===== src/rtl/seq_shift_add_multiplier.sv =====
// Sequential shift-add multiplier, one multiplier bit per clock, with an
// unsigned or two's-complement mode selected per operation.
module seq_shift_add_multiplier #(
  parameter int unsigned WIDTH = 8
) (
  input  logic                 clk,
  input  logic                 reset,
  input  logic                 start,
  input  logic                 signed_mode,
  input  logic [WIDTH-1:0]     a,
  input  logic [WIDTH-1:0]     b,
  output logic [2*WIDTH-1:0]   product,
  output logic                 busy,
  output logic                 done
);

  localparam int unsigned CW = $clog2(WIDTH + 1);

  typedef enum logic [1:0] {IDLE, RUN, DONE} state_t;

  state_t             state;
  logic [2*WIDTH-1:0] mcand;
  logic [2*WIDTH-1:0] acc;
  logic [WIDTH-1:0]   mplier;
  logic [CW-1:0]      cnt;
  logic               neg;

  logic [WIDTH-1:0]   a_mag;
  logic [WIDTH-1:0]   b_mag;
  logic [2*WIDTH-1:0] acc_sum;
  logic [2*WIDTH-1:0] result;
  logic               last;

  // Magnitude of -2^(WIDTH-1) is 2^(WIDTH-1), which still fits unsigned in WIDTH bits.
  always_comb begin
    a_mag   = (signed_mode && a[WIDTH-1]) ? (~a + WIDTH'(1)) : a;
    b_mag   = (signed_mode && b[WIDTH-1]) ? (~b + WIDTH'(1)) : b;
    acc_sum = mplier[0] ? (acc + mcand) : acc;
    result  = (neg && (acc_sum != '0)) ? (~acc_sum + (2*WIDTH)'(1)) : acc_sum;
    last    = (cnt == CW'(WIDTH - 1));
  end

  always_ff @(posedge clk or posedge reset) begin
    if (reset) begin
      state   <= IDLE;
      product <= '0;
      busy    <= 1'b0;
      done    <= 1'b0;
      mcand   <= '0;
      acc     <= '0;
      mplier  <= '0;
      cnt     <= '0;
      neg     <= 1'b0;
    end else begin
      case (state)
        IDLE, DONE: begin
          if (start) begin
            mcand  <= {{WIDTH{1'b0}}, a_mag};
            mplier <= b_mag;
            neg    <= signed_mode & (a[WIDTH-1] ^ b[WIDTH-1]);
            cnt    <= '0;
            acc    <= '0;
            state  <= RUN;
            busy   <= 1'b1;
            done   <= 1'b0;
          end else begin
            state  <= IDLE;
            busy   <= 1'b0;
            done   <= 1'b0;
          end
        end
        RUN: begin
          acc    <= acc_sum;
          mcand  <= mcand << 1;
          mplier <= mplier >> 1;
          cnt    <= cnt + CW'(1);
          if (last) begin
            product <= result;
            state   <= DONE;
            busy    <= 1'b0;
            done    <= 1'b1;
          end
        end
        default: begin
          state <= IDLE;
          busy  <= 1'b0;
          done  <= 1'b0;
        end
      endcase
    end
  end

endmodule


===== config.mk =====
export PLATFORM = sky130hd
export DESIGN_NAME = seq_shift_add_multiplier
export DESIGN_NICKNAME = d
export VERILOG_FILES = /design/src/rtl/seq_shift_add_multiplier.sv
export SDC_FILE = /design/constraint.sdc
export NUM_CORES = 1
export LEC_CHECK = 0
export ABC_AREA = 1
export BUFFER_PORTS_ARGS = -buffer_cell sky130_fd_sc_hd__buf_2
export CAP_MARGIN = 20
export CELL_PAD_IN_SITES_DETAIL_PLACEMENT = 1
export CELL_PAD_IN_SITES_GLOBAL_PLACEMENT = 1
export CORE_UTILIZATION = 44
export CTS_CLUSTER_DIAMETER = 40
export DETAILED_ROUTE_END_ITERATION = 8
export PLACE_DENSITY_LB_ADDON = 0.1
export REMOVE_ABC_BUFFERS = 1
export SYNTH_ARGS = -nofsm -noshare
export SYNTH_HDL_FRONTEND = slang
export SYNTH_SLANG_ARGS = --single-unit
export TNS_END_PERCENT = 30

===== constraint.sdc =====
create_clock -name clk -period 4.16 [get_ports clk]
set_input_delay 0.208 -clock clk [delete_from_list [all_inputs] [get_ports clk]]
set_output_delay 0.208 -clock clk [all_outputs]
set_load 0.005 [all_outputs]

==> results of run 1 <==
## timing repair
action                    in CTS  in global routing
hold buffers                   1                  0
hold endpoints to repair      24                  0
setup buffers                  0                  0
## power by group
group / internal (mW) / switching [mW] / leakage (nW)
combinational: 0.975 / 1.88 / 1.81
sequential: 0.901 / 0.217 / 0.792
clock: 0.349 / 0.258 / 0.109
total: 2.22 / 2.36 / 2.71
## metal layers
| layer | vias to the layer above | GRT usage |
|---|---|---|
| met4 | 0 | 0.120 |
| met2 | 43 | 0.465 |
| met5 | - | 0 |
| met1 | 2044 | 0.298 |
| li1 | 2112 | - |
| met3 | 21 | 0.0282 |
## critical path: stages, from the launching register on
cell and delay (ns):
dfrtp_1 0.40, ha_1 0.25, fa_1 0.51, o21ai_4 0.23, ha_1 0.18, inv_1 0.07, nor2_2 0.12, nand3_2 0.12
nor2_4 0.11, nand2_2 0.07, nor2_4 0.09, nand2_2 0.09, nor2_4 0.14, nand2_4 0.12, nand2_4 0.15, inv_2 0.10
nand2_1 0.08, nand2_1 0.05, nand2_1 0.05, nand2_1 0.05
## metrics by stage
step	std cells	total power [mW]	util	setup slack [ns]
2_1_floorplan	623	3.20	-	1.26
3_5_place_dp	797	4.01	0.487	1.06
4_1_cts	813	4.63	0.509	1.04
5_1_grt	813	5.07	0.509	0.859
3_3_place_gp	797	3.88	0.487	1.26
6_report	813	4.58	0.509	1.06
## path summary, 6_finish.rpt
| kind | cells past startpoint | to | slack (ns) |
|---|---|---|---|
| setup / recovery | 19 | product[11] | 1.06 |
| hold / removal | 2 | mplier[7] | 0.15 |
| setup reg to reg | 19 | product[11] | 1.06 |
| hold reg to reg | 1 | cnt[3] | 0.47 |
| max in group asynchronous | 4 | mcand[6] | 2.77 |
| min in group asynchronous | 3 | product[13] | 0.43 |
## flip-flops by register name (all words and copies together), names as in the netlist
name     cells
acc         16
mcand       16
product     16
mplier       8
cnt          4
done         1
neg          1
state        1
## cell families (layout without fill, tap and decap cells)
group	after synthesis	in the layout	share of synthesized area
compound gates	72	72	0.104
simple gates	355	355	0.355
buf+inv	113	154	0.104
flops	63	63	0.348
fa+ha+maj	20	20	0.0569
xor+xnor	16	16	0.0310
## cell usage in the layout (no fill, tap or decap), drive strengths merged, types with 4 or more instances in the layout
master	count
nand2	250
inv	94
dfrtp	63
nand3	52
buf	41
nor2	36
o22ai	19
ha	19
o21ai	18
a21oi	16
xor2	11
clkbuf	11
o211ai	7
nand4	6
o221ai	6
xnor2	5
clkinv	5
nor3	4
## cell type report
class,instances,area (um^2)
inverter,97,364
clock inverter,4,70.1
multi-input combinational,463,2480
timing repair buffer,42,225
clock buffer,11,141
fill,1316,4840
tap,133,166
sequential,63,1580
==> results_dict.tcl, run 1 <==
set metrics [dict create \
    grt_pass1_wl_um 20600 \
    grt_start_max_net_pins 40 \
    worst-setup-path-type "flip-flop to flip-flop" \
    post_cts_resized 0 \
    htreeDepth 3 \
    yosys.area.top_type "dfrtp_1" \
    netlist.area_leader.share 0.348 \
    fin_hold_ws_ns 0.148 \
    core_um2 9860 \
    syn_area_um2 4530 \
    power.density_nw_per_um2 912 \
    synth_common_cells "226 x nand2_1, 89 x inv_1, 63 x dfrtp_1" \
    synth_edf_count 0 \
    rsz0062_at_grt "false" \
    r2r-start "mcand[0]" \
    nNetsFinal 716 \
    ios 38 \
    crit_path_max_fanout 11 \
    start_kind "flip-flop" \
    met2_length_um 6340 \
    numCtsBuffers 9 \
    syn_to_final_growth_pct 10.9 \
    cts_tree "done" \
    status "finished, final reports clean" \
    wl_met3_um 231 \
    synth_area_leaders "dfrtp_1 35%, nand2_1 19%, inv_1 7.4%, nand3_1 5.3%, ha_1 5.3%" \
    drtAntennaViolNets 0 \
    crit_path_start "mcand[0]" \
    remaining_drc_errors 0 \
    layout_min_cycle_time_ns 3.10 \
    grt_pass1_vias 4348 \
    vias_per_cell 5.19 \
    io_buffers 37 \
    antenna_found_initial 0 \
    die-area_um2 10700 \
    wl_um 12400 \
    synthCells 639 \
    avgSynthCellArea_um2 7.08 \
    dr.pass1.iters 4 \
    yosysUniqueCellTypes 39 \
    worstMarginPinSlew_ns 0.675 \
    setup.worst_path.end_class "flip-flop" \
    synthFlopType "dfrtp_1" \
    die_h_um 103 \
    drt_iter0_markers 124 \
    fmax_mhz 323 \
    dieWidth_um 103 \
    async_flop_share 1.00 \
    postLayoutCellArea_um2 5020 \
    yosys_register_bits 63 \
    gp_congestion 0.839 \
    slew_headroom 0.550 \
    hp-start "b[7]" \
    diodes 0 \
    synth.most_common_cell "nand2_1" \
    routedWlPerCell_um 15.3 \
    grt-ovfl-total 0 \
    setup_viol 0 \
    arrival_ns 3.35 \
    dp_hpwl_um 9450 \
    tns_ns 0 \
    rows 36 \
    vdd_drop_max_mv 0.444 \
    final_hold_viol_count 0 \
    dpl_cell_area_um2 4800 \
    drv_slew 0 \
    hold_path_class "input port to flip-flop" \
    wl_met1_um 5540 \
    yosysWarnings 0 \
    cellLeakagePower_nw 2.71 \
    track_usage 0.255 \
    drive_above_1_share 0.154 \
    clkSinkCount 63 \
    cap_violations 0 \
    crit_required_ns 4.41 \
    clk_latency_ns 0.36 \
    finalClockSkew_ns 0.0154 \
    initial_core_util 0.459 \
    clk_pin_slew_ns 0.08 \
    cts-root-buf "clkbuf_8" \
    clk_path_buf_depth 2 \
    dr.max_layer_used "met4" \
    detailroute.via_count 4220 \
    ys_seq_area_frac 0.348 \
    final.period_utilization 0.745 \
]
No activity file was read; power rests on OpenSTA's default activity.
==> run 2: changes to the inputs <==
==> constraint.sdc (replaced) <==
create_clock -name clk -period 3.2 [get_ports clk]
set_input_delay 0.16 -clock clk [delete_from_list [all_inputs] [get_ports clk]]
set_output_delay 0.16 -clock clk [all_outputs]
set_load 0.005 [all_outputs]
==> run 2 against run 1 <==
Effect of this change:
- worst setup slack worse by 0.84 ns
- die area stayed put
- clock skew is 0.0036 ns lower
- first-iteration DRC count is 13% lower
- clock power is 17% higher
- fmax is 4.1% higher
- sequential power is 30% higher
- cell count is 0.98% higher
- global-route usage is 0.42 points higher
- non-clock buffer count is 7 higher
- via count is 0.62% higher
- critical path type unchanged
- largest power group unchanged
==> results_dict.tcl, run 2 (synthesis gave the netlist of run 1 again) <==
set metrics [dict create \
    rrSetupSlack_ns 0.22 \
    grt_pass1_vias 4463 \
    setup.worst_path.end_class "flip-flop" \
    start_kind "flip-flop" \
    core_um2 9860 \
    grt_start_max_net_pins 51 \
    p_switching_mw 3.12 \
    tns_ns 0 \
    cap_violations 0 \
    detailroute.via_count 4246 \
    clk_latency_ns 0.36 \
    clk_pin_slew_ns 0.08 \
    vias_per_cell 5.17 \
    initial_core_util 0.459 \
    timing.final.ws_setup_ns 0.224 \
    reg.largest.list "acc: 16 flops, mcand: 16 flops, product: 16 flops" \
    syn_to_final_growth_pct 12.4 \
    clk_path_buf_depth 2 \
    p_int_mw 2.83 \
    fillers 1322 \
    drtAntennaViolNets 0 \
    cts-root-buf "clkbuf_8" \
    pwr-share-comb 0.635 \
    status "finished, final reports clean" \
    dr.pass1.iters 4 \
    final.period_utilization 0.930 \
    cellLeakagePower_nw 2.74 \
    switching_share 0.525 \
    slew_headroom 0.570 \
    sequentialPowerShare 0.246 \
    crit_required_ns 3.50 \
    drv_slew 0 \
    dieWidth_um 103 \
    die_h_um 103 \
    dpl_cell_area_um2 4820 \
    worst-path-buf-inv 2 \
    gp_congestion 0.833 \
    diodes 0 \
    cpLargestDelayFamily "simple AND/OR/NAND/NOR gates" \
    vdd_drop_max_mv 0.613 \
    remaining_drc_errors 0 \
    mostFrequentLayoutCell "nand2_1" \
    setup_viol 0 \
    wl_um 12800 \
    antenna_found_initial 0 \
    stdcell_count 821 \
    finalClockSkew_ns 0.0118 \
    power.density_nw_per_um2 1170 \
    crit_path_max_fanout 8 \
    drive_above_1_share 0.166 \
    dp_hpwl_um 9580 \
    crit_chain "ha_1 > fa_2 > o21ai_4 > ha_1 > inv_1 > nor2_2 > nand3_2 > nor2_4 > nand2_2 > nor2_4 > nand2_2 > nor2_4 > nand2_4 > buf_12 > nand3_1 > nand2_1 > nand2_1 > nand2_1 > nand2_1" \
    cts_tree "done" \
    final_cell_mix "226 x nand2_1, 88 x inv_1, 63 x dfrtp_1" \
    multiInputGateArea_um2 2490 \
    drt_iter0_markers 108 \
    utilization 0.516 \
    cp.depth 19 \
    arrival_ns 3.27 \
    finalPower_mw 5.95 \
    nNetsFinal 723 \
    hold_path_class "input port to flip-flop" \
    place_ws_ns 0.172 \
    rsz0062_at_grt "false" \
    seqCellArea_um2 1580 \
    grt_pass1_wl_um 21100 \
    layout_min_cycle_time_ns 2.98 \
    final_hold_viol_count 0 \
    rows 36 \
    ios 38 \
    htreeDepth 3 \
    cpMaxStageDelayCell "fa_2" \
    postLayoutCellArea_um2 5090 \
    fmax_mhz 336 \
    placed_cells 800 \
    cpMostUsedCell "nand2_1" \
    worst-setup-path-type "flip-flop to flip-flop" \
    track_usage 0.259 \
    io_buffers 37 \
    critical-path-max-stage-delay_ns 0.44 \
    numCtsBuffers 9 \
    reg2reg_depth 19 \
    die-area_um2 10700 \
    power.share.clock 0.119 \
    grt-ovfl-total 0 \
    hold_depth 2 \
    routedWlPerCell_um 15.6 \
    worstMarginPinSlew_ns 0.642 \
    fin_hold_ws_ns 0.0856 \
    clkSinkCount 63 \
]
## run 2: changes by cell type in the layout (fill, tap and decap cells not counted)
cell | previous run | this run
bufinv_16 | 2 | 1
fa_1 | 1 | 0
clkbuf_8 | 10 | 9
clkinv_4 | 0 | 1
buf_4 | 4 | 9
clkinv_2 | 2 | 3
clkinvlp_4 | 0 | 1
nand2_4 | 5 | 4
buf_12 | 0 | 2
fa_2 | 0 | 1
nand2_8 | 0 | 1
## run 2: worst register-to-register path, cell delays in order, from the launching register on
cell,delay (ns)
dfrtp_1,0.40
ha_1,0.25
fa_2,0.44
o21ai_4,0.19
ha_1,0.18
inv_1,0.07
nor2_2,0.12
nand3_2,0.13
nor2_4,0.12
nand2_2,0.07
nor2_4,0.09
nand2_2,0.09
nor2_4,0.14
nand2_4,0.11
buf_12,0.15
nand3_1,0.07
nand2_1,0.09
nand2_1,0.09
nand2_1,0.06
nand2_1,0.06
## run 2: per-layer routing
metal | up-vias | routed length, um | part of all wire | track usage
li1 | 2129 | - | - | -
met1 | 2052 | 5470 | 0.43 | 0.290
met2 | 45 | 6830 | 0.53 | 0.501
met3 | 20 | 224 | 0.018 | 0.0383
met4 | 0 | 251 | 0.020 | 0.0791
met5 | - | 0 | 0 | 0
## run 2: worst paths after layout
kind / start / end
worst max-delay path: mcand[0] / product[2]
worst min-delay path: b[7] / mplier[7]
worst max register to register: mcand[0] / product[2]
worst min register to register: cnt[3] / cnt[3]
max in group asynchronous: reset / cnt[0]
min in group asynchronous: reset / product[14]
## run 2: power by group through the flow
stage	clock network [mW]	registers, mW	logic [mW]
floorplan	0	1.42	2.74
finish	0.710	1.46	3.78
global placement	0	1.45	3.59
CTS	0.719	1.46	3.79
global route	0.755	1.51	4.29
detailed placement	0	1.47	3.74
## run 2: layout make-up
cell class / instances / share of cell area
Inverter: 97 / 0.0716
Clock inverter: 6 / 0.0120
Multi-Input combinational cell: 463 / 0.489
Timing Repair Buffer: 49 / 0.0595
Clock buffer: 10 / 0.0251
Sequential cell: 63 / 0.310
Tap cell: 133 / 0.0327
## run 2: timing repair
item | 4_1_cts | 5_1_grt
setup endpoints to repair | 0 | 7
endpoints found under the hold margin | 0 | 23
resized for setup | 0 | 2
buffers inserted | 0 | 3
hold buffers | 0 | 1
